==> src/rtl/mcycle_if.sv <==
// Decoder <-> mcycle_unit request/result bundle.
// Master drives the request, slave returns results.
interface mcycle_if #(
  parameter int WIDTH = 32
);
  logic             Start;
  logic             MCycleOp;
  logic [WIDTH-1:0] Operand1;
  logic [WIDTH-1:0] Operand2;
  logic [WIDTH-1:0] Result1;
  logic [WIDTH-1:0] Result2;
  logic             Busy;
  logic             Done;

  modport master (
    output Start, MCycleOp,
    output Operand1, Operand2,
    input  Result1, Result2,
    input  Busy, Done
  );

  modport slave (
    input  Start, MCycleOp,
    input  Operand1, Operand2,
    output Result1, Result2,
    output Busy, Done
  );
endinterface

==> src/rtl/mcycle_unit.sv <==
// Iterative unsigned multiply / restoring divide,
// one bit per cycle, WIDTH+1 cycles to Done.
module mcycle_unit #(
  parameter int WIDTH = 32
) (
  input logic     CLK,
  input logic     RESET,
  mcycle_if.slave bus
);

  localparam int CW = (WIDTH > 2) ? $clog2(WIDTH) : 1;
  localparam logic [CW-1:0] LAST = CW'(WIDTH - 1);

  typedef enum logic [1:0] {
    IDLE,
    COMPUTE,
    DONE
  } state_t;

  state_t           state;
  logic [CW-1:0]    cnt;
  logic             op_q;
  logic [WIDTH-1:0] b_q;
  logic [WIDTH:0]   rem;
  logic [WIDTH-1:0] lo;
  logic [WIDTH-1:0] res1;
  logic [WIDTH-1:0] res2;
  logic             done_q;

  logic [WIDTH:0]   sum;
  logic [WIDTH:0]   madd;
  logic [WIDTH+1:0] sh;
  logic [WIDTH+1:0] diff;
  logic             ge;
  logic [WIDTH:0]   rem_n;
  logic [WIDTH-1:0] lo_n;

  // rem[WIDTH] stays 0 in both modes, so diff MSB is a true sign
  always_comb begin
    sum   = {1'b0, rem[WIDTH-1:0]} + {1'b0, b_q};
    madd  = lo[0] ? sum : {1'b0, rem[WIDTH-1:0]};
    sh    = {rem, lo[WIDTH-1]};
    diff  = sh - {2'b00, b_q};
    ge    = ~diff[WIDTH+1];
    rem_n = '0;
    lo_n  = '0;
    unique case (1'b1)
      op_q: begin
        rem_n = ge ? diff[WIDTH:0] : sh[WIDTH:0];
        lo_n  = {lo[WIDTH-2:0], ge};
      end
      default: begin
        rem_n = {1'b0, madd[WIDTH:1]};
        lo_n  = {madd[0], lo[WIDTH-1:1]};
      end
    endcase
  end

  always_ff @(posedge CLK) begin
    if (RESET) begin
      state  <= IDLE;
      cnt    <= '0;
      op_q   <= 1'b0;
      b_q    <= '0;
      rem    <= '0;
      lo     <= '0;
      res1   <= '0;
      res2   <= '0;
      done_q <= 1'b0;
    end else begin
      done_q <= 1'b0;
      unique case (state)
        IDLE: begin
          if (bus.Start) begin
            state <= COMPUTE;
            cnt   <= '0;
            op_q  <= bus.MCycleOp;
            rem   <= '0;
            b_q   <= bus.MCycleOp ? bus.Operand2
                                  : bus.Operand1;
            lo    <= bus.MCycleOp ? bus.Operand1
                                  : bus.Operand2;
          end
        end
        COMPUTE: begin
          rem <= rem_n;
          lo  <= lo_n;
          cnt <= cnt + 1'b1;
          if (cnt == LAST) begin
            state  <= DONE;
            done_q <= 1'b1;
            res1   <= lo_n;
            res2   <= rem_n[WIDTH-1:0];
          end
        end
        DONE: begin
          state <= IDLE;
        end
        default: begin
          state <= IDLE;
        end
      endcase
    end
  end

  assign bus.Busy = ((state == IDLE) & bus.Start)
                  | (state == COMPUTE);
  assign bus.Done    = done_q;
  assign bus.Result1 = res1;
  assign bus.Result2 = res2;

endmodule

==> src/flat_wrapper.sv <==
// flat-port wrapper written by rule: the top's interface ports become plain ports
module mcycle_unit_flat 
#(
  parameter int WIDTH = 32
)
  (CLK, RESET, bus_Start, bus_MCycleOp, bus_Operand1, bus_Operand2, bus_Result1, bus_Result2, bus_Busy, bus_Done);
  mcycle_if #(.WIDTH(WIDTH)) bus_i ();
  input logic CLK;
  input logic RESET;
  input wire logic [$bits(bus_i.Start)-1:0] bus_Start;
  input wire logic [$bits(bus_i.MCycleOp)-1:0] bus_MCycleOp;
  input wire logic [$bits(bus_i.Operand1)-1:0] bus_Operand1;
  input wire logic [$bits(bus_i.Operand2)-1:0] bus_Operand2;
  output wire logic [$bits(bus_i.Result1)-1:0] bus_Result1;
  output wire logic [$bits(bus_i.Result2)-1:0] bus_Result2;
  output wire logic [$bits(bus_i.Busy)-1:0] bus_Busy;
  output wire logic [$bits(bus_i.Done)-1:0] bus_Done;
  assign bus_i.Start = bus_Start;
  assign bus_i.MCycleOp = bus_MCycleOp;
  assign bus_i.Operand1 = bus_Operand1;
  assign bus_i.Operand2 = bus_Operand2;
  assign bus_Result1 = bus_i.Result1;
  assign bus_Result2 = bus_i.Result2;
  assign bus_Busy = bus_i.Busy;
  assign bus_Done = bus_i.Done;
  mcycle_unit #(.WIDTH(WIDTH)) u_core (.CLK(CLK), .RESET(RESET), .bus(bus_i));
endmodule
==> config.mk <==
export PLATFORM = sky130hd
export DESIGN_NAME = mcycle_unit_flat
export DESIGN_NICKNAME = d
export VERILOG_FILES = /design/src/rtl/mcycle_if.sv /design/src/rtl/mcycle_unit.sv /design/src/flat_wrapper.sv
export SDC_FILE = /design/constraint.sdc
export NUM_CORES = 1
export LEC_CHECK = 0
export CORE_AREA = 2 2 175 134
export CTS_CLUSTER_SIZE = 25
export DETAILED_ROUTE_END_ITERATION = 16
export DIE_AREA = 0 0 177 136
export PLACE_DENSITY_LB_ADDON = 0.05
export SKIP_CTS_REPAIR_TIMING = 1
export SYNTH_ARGS = -nofsm -noshare
export SYNTH_HDL_FRONTEND = slang
export SYNTH_SLANG_ARGS = --single-unit
==> constraint.sdc <==
create_clock -name CLK -period 5.7 [get_ports CLK]
set_input_delay 1.14 -clock CLK [delete_from_list [all_inputs] [get_ports CLK]]
set_output_delay 1.14 -clock CLK [all_outputs]
set_load 0.1 [all_outputs]
==> flow_summary_export.csv <==
group,metric,value,unit
yosys,synth-main-ff-cell,"dfxtp_1",
cells_and_area,stdcell_count,1909,
grt,grtUsageTotal,35.1,%
timing,hold_viol_final,0,
setup_path,cp-end-kind,"flip-flop",
cts,cts_tree,"done",
timing,finalSetupTns,0,ns
timing,rsz0062_at_grt,"false",
cts,path_clk_slew,0.08,ns
place,place_inst,1877,
cells_and_area,drive_gt1_share,5.72,%
yosys,yosysSeqAreaShare,28.2,%
die,core_area,22500,um2
detailed_routing,drc,0,
grt,grt_pass1_vias,11300,
detailed_routing,post_drt_wl_per_cell,22.4,um
setup_path,slowest_stage,"o31a_1",
timing,worst_slew_pin_slew,1.05,ns
setup_path,worst_ep_arrival_time,4.45,ns
die,die_width,177,um
die,die_height,136,um
yosys,async_flop_share,0,%
cells_and_area,post-route-util,62.7,%
yosys,synth_compound_area_share,30.4,%
yosys,synth.most_common_cell,"nor2_1",
timing,min_period,4.16,ns
cts,clk-insertion-delay-late,0.45,ns
yosys,netlist_top_cells_count,"nor2_1 (187), dfxtp_1 (170), nand2_1 (124)",
setup_path,crit_top_cell,"nor2_1",
cts,cts_htree_levels,4,
setup_path,startpoint_type,"flip-flop",
yosys,yosys.area_share.xor_xnor,2.54,%
die,start_util,53.6,%
cells_and_area,area_delta_synth_final,16.8,%
timing,clock.fmax,240,MHz
pwr,irDropWorstVdd,0.220,mV
yosys,synth_nets,1669,
outcome,status,"completed",
yosys,synth_top_cell_area_share,28.2,%
timing,finalCritPeriodShare,72.9,%
timing,slew_headroom,29.6,%
yosys,synth.top_cells.by_area,"dfxtp_1 (28%), mux2i_1 (8.5%), a211oi_1 (7.1%)",
timing,setup_viol,0,
place,gp_congestion,0.999,
yosys,synth_cell_types,83,
yosys,synthSimpleGateAreaFrac,17.5,%
grt,grt_pass1_wl,65.1,mm
place,port_buffers,133,
cells_and_area,final_nets,1732,
cts,clockRootBuffer,"clkbuf_16",
pwr,power_density,253,nW/um2
place,dp_slack,1.74,ns
die,rows,48,
yosys,syn_inst,1533,
grt,grt_max_degree,87,
place,hpwlAfterDp,30.8,mm
pwr,p_leak,5.63,nW
grt,antenna_found_initial,0,
min_path,worstHoldPathType,"flip-flop to flip-flop",
die,die_area,24100,um2
detailed_routing,drt_iter0_markers,1276,
timing,fin_ws,1.54,ns
cells_and_area,diodes,0,
cells_and_area,fill_cells,2022,
cts,cts_buffers,17,
detailed_routing,drtPass1Iterations,8,
setup_path,critical_path_class,"flip-flop to flip-flop",
cts,clk_path_buf_depth,2,
detailed_routing,wl,42.7,mm
place,placed_cell_area,13500,um2
pwr,p_total,3.57,mW
yosys,synth-edff-count,0,
yosys,synth_top_family_by_area,"compound AO/OA/AOI/OAI gates",
timing,fin_hold_ws,0.455,ns
yosys,muxShareOfSynthArea,8.81,%
cts,clock-sinks,170,
grt,overflow,0,
yosys,mappedNetlistArea,12100,um2
setup_path,path_max_fanout,14,
yosys,ys.warnings.count,0,
detailed_routing,ant_nets,0,
job,drv_cap,0,
detailed_routing,viasPerCell,6.51,
timing,clock_skew,0.0105,ns
detailed_routing,vias,12400,
yosys,yosys.area.top_type,"dfxtp_1",
cells_and_area,fin_area,14100,um2
yosys,avgSynthCellArea,7.88,um2
setup_path,path_cells,"inv_1, ha_1, nand2_1, nor2_1, a21oi_1, nor2_1, o31a_1, nor2_4, o311ai_1, o22ai_1",
timing,final_max_slew_viol_count,0,
yosys,ys_seq_elements,170,
yosys,synth_fa_ha_area_share,7.17,%
setup_path,worstPathRequired,5.99,ns
die,boundaryPins,134,
setup_path,cpPeakStageDelay,0.81,ns
## sequential cells by signal (all words and copies together), names as in the netlist
register,count
u_core.rem,33
u_core.b_q,32
u_core.bus.Result1,32
u_core.bus.Result2,32
u_core.lo,32
u_core.cnt,5
u_core.state,2
u_core.bus.Done,1
u_core.op_q,1
## layout make-up
class	instances	area, um2	share of cell area (%)
Clock buffer	18	429	3.04
Clock inverter	14	181	1.29
Inverter	59	221	1.57
Multi-Input combinational cell	1198	8050	57.0
Sequential cell	170	3410	24.1
Tap cell	300	375	2.66
Timing Repair Buffer	150	1450	10.3
## power breakdown
group | leakage (nW) | internal, mW | switching (mW)
combinational | 3.95 | 0.366 | 0.643
clock | 0.296 | 0.701 | 0.555
sequential | 1.39 | 1.24 | 0.0644
total | 5.63 | 2.31 | 1.26
## final timing paths
check | from | end | slack [ns] | depth (start not counted)
worst min-delay path | u_core.bus.Result1[31]$_SDFFE_PP0P_ | u_core.bus.Result1[31]$_SDFFE_PP0P_ | 0.46 | 2
worst max register to register | u_core.b_q[22]$_SDFFE_PP0P_ | u_core.bus.Result2[17]$_SDFFE_PP0P_ | 1.54 | 10
worst min register to register | u_core.bus.Result1[31]$_SDFFE_PP0P_ | u_core.bus.Result1[31]$_SDFFE_PP0P_ | 0.46 | 2
worst max-delay path | u_core.b_q[22]$_SDFFE_PP0P_ | u_core.bus.Result2[17]$_SDFFE_PP0P_ | 1.54 | 10
## worst max-delay path: cells and delay by family, from the launching register on
kind | cells | cell delay, ns
compound gates | 4 | 1.88
simple gates | 4 | 1.14
flops | 1 | 0.36
buf+inv | 1 | 0.06
fa+ha+maj | 1 | 0.56
## cells by family (layout without fill, tap and decap cells)
family | count (synthesis) | in the layout
AOI/OAI and AO/OA | 522 | 522
muxes | 106 | 106
xor gates and xnor gates | 35 | 35
adders and majority gates | 68 | 68
DFF | 170 | 170
buffers and inverters | 165 | 241
and+or+nand+nor | 467 | 467
## layout by cell type, fill, tap and decap left out, types with 17 or more instances in the layout
master / n
o21ai_0: 69
and3_1: 20
nand2_1: 124
inv_1: 57
ha_1: 66
a211oi_1: 115
o31ai_1: 17
buf_4: 20
o22ai_1: 19
xnor2_1: 20
clkdlybuf4s50_1: 130
nand3_1: 36
dfxtp_1: 169
a21oi_1: 107
clkbuf_16: 17
nor3_1: 30
mux2i_1: 103
a21o_1: 34
nor2_1: 186
## per-layer routing
| metal | global-route usage, % | routed length [um] | part of all wire (%) | up-vias |
|---|---|---|---|---|
| li1 | - | - | - | 5850 |
| met4 | 11.8 | 1260 | 2.9 | 0 |
| met1 | 50.2 | 19200 | 45 | 5833 |
| met5 | 0 | 0 | 0 | - |
| met2 | 52.9 | 18200 | 43 | 664 |
| met3 | 6.68 | 3990 | 9.3 | 87 |
(Power assumes the default switching activity.)
